## config.mk

```make
export PLATFORM = sky130hd
export DESIGN_NAME = order_scheduler
export DESIGN_NICKNAME = d
export VERILOG_FILES = /design/src/rtl/order_scheduler.sv
export SDC_FILE = /design/constraint.sdc
export NUM_CORES = 1
export LEC_CHECK = 0
export CAP_MARGIN = 20
export CORE_MARGIN = 1.5
export CORE_UTILIZATION = 40
export CTS_BUF_LIST = sky130_fd_sc_hd__clkbuf_8
export CTS_CLUSTER_DIAMETER = 120
export CTS_CLUSTER_SIZE = 10
export DETAILED_ROUTE_END_ITERATION = 10
export GPL_TIMING_DRIVEN = 0
export PLACE_DENSITY = 0.6
export RECOVER_POWER = 25
export SLEW_MARGIN = 10
export SYNTH_ARGS = -nofsm -noshare
export SYNTH_HDL_FRONTEND = slang
export SYNTH_SLANG_ARGS = --single-unit
```

## constraint.sdc

```tcl
create_clock -name clk -period 1.95 [get_ports clk]
set_input_delay 0.585 -clock clk [delete_from_list [all_inputs] [get_ports clk]]
set_output_delay 0.585 -clock clk [all_outputs]
set_load 0.05 [all_outputs]
```

## src/rtl/order_scheduler.sv

```systemverilog
// Order scheduler: merges periodic auto buy/sell orders with manual requests into one order channel.
// Optional statistics counter (ord_count) is built when ORDER_SCHEDULER_STATS_EN is defined.
module order_scheduler #(
    parameter int TICK_DIV = 50000000
) (
    input  logic       clk,
    input  logic       reset,
    input  logic       enable,
    input  logic [7:0] gen_buy_price,
    input  logic [7:0] gen_sell_price,
    output logic       gen_step,
    input  logic       man_valid,
    input  logic       man_side,
    input  logic [7:0] man_price,
    output logic       man_ready,
    output logic       ord_valid,
    output logic       ord_side,
    output logic [7:0] ord_price,
    output logic       ord_src,
    input  logic       ord_ready,
    output logic       auto_drop
`ifdef ORDER_SCHEDULER_STATS_EN
    ,
    output logic [15:0] ord_count
`endif
);

    localparam int CW = $clog2(TICK_DIV);
    localparam logic [CW-1:0] TICK_LAST = CW'(TICK_DIV - 1);

    typedef enum logic {IDLE, ISSUE} state_t;

    state_t        state, state_nxt;
    logic [CW-1:0] tick_cnt;
    logic          tick;
    logic          pend_buy, pend_sell;
    logic [7:0]    buy_slot, sell_slot;
    logic          last_man;
    logic          auto_req;
    logic          grant_auto, grant_man;

    assign tick     = enable && (tick_cnt == TICK_LAST);
    assign auto_req = pend_buy | pend_sell;

    // On contention the group that did not win last time goes first.
    assign grant_auto = auto_req & (~man_valid | last_man);
    assign grant_man  = man_valid & ~grant_auto;

    always_comb begin
        state_nxt = state;
        ord_valid = 1'b0;
        man_ready = 1'b0;
        case (state)
            IDLE: begin
                if (auto_req | man_valid)
                    state_nxt = ISSUE;
                man_ready = grant_man & reset;
            end
            ISSUE: begin
                ord_valid = 1'b1;
                if (ord_ready)
                    state_nxt = IDLE;
            end
            default: state_nxt = IDLE;
        endcase
    end

    always_ff @(posedge clk) begin
        if (!reset) begin
            state     <= IDLE;
            tick_cnt  <= '0;
            pend_buy  <= 1'b0;
            pend_sell <= 1'b0;
            buy_slot  <= '0;
            sell_slot <= '0;
            last_man  <= 1'b1;
            gen_step  <= 1'b0;
            auto_drop <= 1'b0;
            ord_side  <= 1'b0;
            ord_price <= '0;
            ord_src   <= 1'b0;
        end else begin
            state <= state_nxt;
            if (enable)
                tick_cnt <= tick ? '0 : tick_cnt + 1'b1;

            // Pending flags are the registered ones, so a tick coinciding with
            // the grant of the last slot is still treated as a drop.
            gen_step  <= tick & ~auto_req;
            auto_drop <= tick & auto_req;
            if (tick && !auto_req) begin
                buy_slot  <= gen_buy_price;
                sell_slot <= gen_sell_price;
                pend_buy  <= 1'b1;
                pend_sell <= 1'b1;
            end

            if (state == IDLE) begin
                if (grant_auto) begin
                    last_man <= 1'b0;
                    ord_src  <= 1'b0;
                    if (pend_buy) begin
                        ord_side  <= 1'b0;
                        ord_price <= buy_slot;
                        pend_buy  <= 1'b0;
                    end else begin
                        ord_side  <= 1'b1;
                        ord_price <= sell_slot;
                        pend_sell <= 1'b0;
                    end
                end else if (grant_man) begin
                    last_man  <= 1'b1;
                    ord_src   <= 1'b1;
                    ord_side  <= man_side;
                    ord_price <= man_price;
                end
            end
        end
    end

`ifdef ORDER_SCHEDULER_STATS_EN
    always_ff @(posedge clk) begin
        if (!reset)
            ord_count <= '0;
        else if (ord_valid && ord_ready)
            ord_count <= ord_count + 16'd1;
    end
`endif

endmodule

```

# Yosys cells after proc, flatten, opt, wreduce, memory -nomap -nowiden
# Cells that the tools add are included.
word_totals:
  output_inout_bits: 14
  word_cells: 53
  regBits: 58
op_classes:
  bitwise_logic: 12
  n_eq_ne: 1
  reduce_logical: 5
  mux: 22
  n_addsub: 1
ops:
  columns: ["operator", "count"]
  rows:
  - ["adder 26 x 1 -> 26 bit (second input constant)", 1]
  - ["== test 26 bit (second input constant)", 1]
  - ["2-to-1 mux 26 bit", 1]
  - ["2-to-1 mux 8 bit", 3]
  - ["2-to-1 mux 1 bit", 17]
  - ["bitwise AND 1 bit", 5]
  - ["NOT 1 bit", 4]
  - ["bitwise OR 1 bit", 3]
  - ["logical AND 1 bit", 2]
  - ["one-hot mux 1 bit (2 select lines)", 1]
  - ["AND reduction 2 bit", 1]
  - ["nonzero test 2 bit", 1]
  - ["logical NOT 1 bit", 1]

# Logic depth before layout (Yosys ltp)
# Gate-level depths: netlist of the first run.
logic_depth:
  word_depth: 7
  ltp_mapped: 8
  depth_no_buf: 5

# Worst setup path before layout of the first run
# Ideal clock, no wire load.
synth_timing:
  path_kind: "input -> output"
  startpoint: "input man_valid"
  endpoint: "output man_ready"
  path_stages: 3
  slack_ps: -680
  arrival_ps: 2045
  path_buffers: 0
  path_cell_list: "nor2b_1 -> nor2_1 -> nor3_1"
synth_via:
  elab_chain_len: 7
synth_rtl:
  columns: ["element", "line", "source"]
  rows:
  - ["start, declared", "12", "input logic man_valid,"]
  - ["NOT 1 bit", "46", "assign grant_auto = auto_req & (~man_valid | last_man);"]
  - ["bitwise OR 1 bit", "46", null]
  - ["bitwise AND 1 bit", "46", null]
  - ["NOT 1 bit", "47", "assign grant_man = man_valid & ~grant_auto;"]
  - ["bitwise AND 1 bit (*)", "47", null]
  - ["bitwise AND 1 bit (*)", "57", "man_ready = grant_man & reset;"]
  - ["2-to-1 mux 1 bit (*)", "53", "case (state)"]
  - ["end, declared", "15", "output logic man_ready,"]
# Every way passes the cells marked *; elsewhere a longest branch is shown, timed or not.

# Worst setup path in the final report of the first run
# Same ends and word-level chain as after synthesis.

==> impl_metrics.ini, run 1 <==
[finish]
antenna_cells = 0
nets = 406
seq_area_um2 = 1160
areaGrowthSynthToFinish_pct = 28.4
fin_area_um2 = 3530
drive_above_1_share = 0.142
final_common_cell = dfxtp_1
final_util = 0.526
n_fill_cell = 633
mostFrequentLayoutCells = dfxtp_1 (56), a21oi_1 (42), clkdlybuf4s50_1 (26), o31ai_1 (24), nand4_1 (23)
multiInputGateArea_um2 = 1490

[timing]
timing.final.crit_share = 0.971
maxSlewViolCount = 0
fin_crit_ns = 1.89
fmax_mhz = 528
setup-violations-final = 0
tightest_slew_ns = 0.673
fin_skew_ns = 0.00985
hold_viol_final = 0
rsz0062_at_grt = false
slew_headroom = 0.551

[floorplan]
rows = 30
die_area_um2 = 7390
ios = 44
die_h_um = 86.0
start_util = 0.410
chipWidth_um = 86.0
core-area_um2 = 6720

[cts]
cts-htree-levels = 3
cts_root_buf = clkbuf_8
cts_buffers = 9
clk_latency_ns = 0.34
cts_buffer_depth = 2
clk_pin_slew_worst_paths_ns = 0.07
cts_num_sinks = 58
cts-hold-fix-buffers = 0
cts_tree = built

[logic_synthesis]
syn_avg_cell_area_um2 = 8.61
synthFlopType = dfxtp_1
synthArstFlopShare = 0
synthTopCellsByArea = dfxtp_1 (42%), a21oi_1 (7.6%), o31ai_1 (6.8%)
synth_fp_nets = 351
ys_seq_area_frac = 0.422
ys_warn_count = 0
synth-edff-count = 0
netlist_instances = 320
ys_types = 38
synth_seq_cells = 58
synthesis.area_um2 = 2750
synth_top_area_cell = dfxtp_1
yosysTopAreaCellShare = 0.422

[worst_hold_path]
min_path_type = register to register
min_path_cells = 2
hold_end = ord_price[4]
min_from = ord_price[4]

[worst_setup_path]
arrival_ns = 1.31
path_cells = clkbuf_2 > nor2b_4 > nor2_4 > nor3_4 > buf_6
cp.required_ns = 1.36
crit_start = man_valid
cp_slowest_stage_delay_ns = 0.25
endpoint_kind = output port
cpMaxStageDelayCell = nor2_4
worstPathMaxFanout = 9
rr_endpoint = sell_slot[3]
path_class = primary input to output port
critical-path-top-delay-family = simple AND/OR/NAND/NOR gates
reg2reg_from = tick_cnt[0]
regToRegSetupSlack_ns = 0.12
r2r_cells = 8
startpoint_type = primary input
critPathBufInv = 2

[routing]
drt_wl_total_um = 7250
route.met2.wl_um = 3230
vias_per_cell = 5.67
route.met3.wl_um = 232
wl_met1_um = 3710
final_antenna_net_count = 0
initialDrtViolationCount = 103
highest_layer = met4
vias = 2607
drc = 0
wl_per_cell_um = 15.8
firstDrtPassIters = 4

[pwr]
p_leak_nw = 1.21
power.density_nw_per_um2 = 747
peakVddDrop_mv = 0.446

[global_route]
grt_pass1_vias = 2411
grt_max_degree = 12
grt_usage = 0.208
antenna_found_initial = 0
grt_pass1_wl_um = 12000
globalRoute.totalOverflow = 0

[run]
drv_cap = 0

[run_status]
status = completed

[placed_design]
portBuffers = 43
gp_congestion = 0.827
dp_hpwl_um = 4930
dpl_cell_area_um2 = 3300
-- how the worst max path moves through the flow --
stage | to | slack, ns | cells after the start
final | man_ready | 0.06 | 5
after global routing | sell_slot[1] | 0.006 | 8
after CTS | man_ready | -0.08 | 5
after detailed placement | man_ready | -1.14 | 5
after global placement | man_ready | -1.17 | 5
after floorplan | man_ready | 0.004 | 3
-- state kept, by name, indices dropped and copies added (netlist names), 8 cells and up --
| name | count |
|---|---|
| tick_cnt | 26 |
| buy_slot | 8 |
| ord_price | 8 |
| sell_slot | 8 |
-- layout make-up --
cell class / count / share of cell area
tap: 80 / 0.0283
buffer: 27 / 0.0396
multi-input combinational: 232 / 0.422
clock inverter: 7 / 0.0265
sequential: 58 / 0.329
clock buffer: 9 / 0.0350
inverter: 3 / 0.00319
timing repair buffer: 44 / 0.116
-- metal layers --
metal,vias to the layer above,track usage
met2,39,0.301
met3,6,0.0635
met1,1246,0.297
li1,1316,-
met5,-,0
met4,0,0.0645
-- per-stage QoR --
stage               power, W  std cells  TNS, ns  worst slack, ns  hold WS, ns
global placement     0.00146        443   -21.35            -1.17        0.441
global route         0.00273        460        0          0.00583        0.479
finish               0.00264        460        0           0.0566        0.451
floorplan            0.00135        320        0          0.00355        0.443
CTS                  0.00267        460  -0.0823          -0.0823        0.454
detailed placement   0.00146        443   -22.60            -1.14        0.447
-- Yosys cell counts, types with 3 or more instances --
cell,instances
clkbuf_1,13
and4_1,9
nand3_1,18
xnor2_1,4
mux2i_1,8
o21ai_0,7
or3_1,3
nor4_1,3
nor2_1,19
nand2b_1,4
or4_1,9
buf_2,7
xor2_1,8
o31ai_1,25
and3_1,3
nor3_1,5
nand4_1,23
a21oi_1,42
nand2_1,18
o211ai_1,9
dfxtp_1,58
buf_4,3
-- power by group --
part / internal (W) / leakage, nW / switching [W]
clock: 0.000716 / 0.105 / 0.000507
combinational: 0.0000876 / 0.632 / 0.000118
sequential: 0.00120 / 0.470 / 0.0000114
total: 0.00201 / 1.21 / 0.000636
-- cells by family (layout without fill, tap and decap cells) --
group,count (synthesis),count (layout),synth area share
compound gates,85,85,0.188
xor+xnor,12,12,0.0382
fa+ha+maj,1,1,0.00454
buf+inv,30,90,0.0513
flops,58,58,0.422
mux,8,8,0.0291
simple gates,126,126,0.267
-- worst reg2reg max path: stages, from the launching register on --
cell	delay, ns
dfxtp_1	0.38
ha_1	0.18
and4_1	0.21
buf_6	0.16
and4_1	0.19
buf_2	0.20
buf_6	0.17
nand4_1	0.11
a21oi_1	0.17
-- timing repair --
action                                  4_1_cts  5_1_grt
pin swaps                                     0        1
gates resized for setup                      31       15
buffers inserted                              1        0
endpoints found under the setup margin       57       15
hold endpoints to repair                      0        0
(Power assumes the default switching activity.)
==> inputs of run 2 (changes only) <==
- CAP_MARGIN: 20 -> unset
- HOLD_SLACK_MARGIN: unset -> 0.06
==> results of run 2 <==
Same layout as run 1: the final DEF is identical, and so are final timing and power.
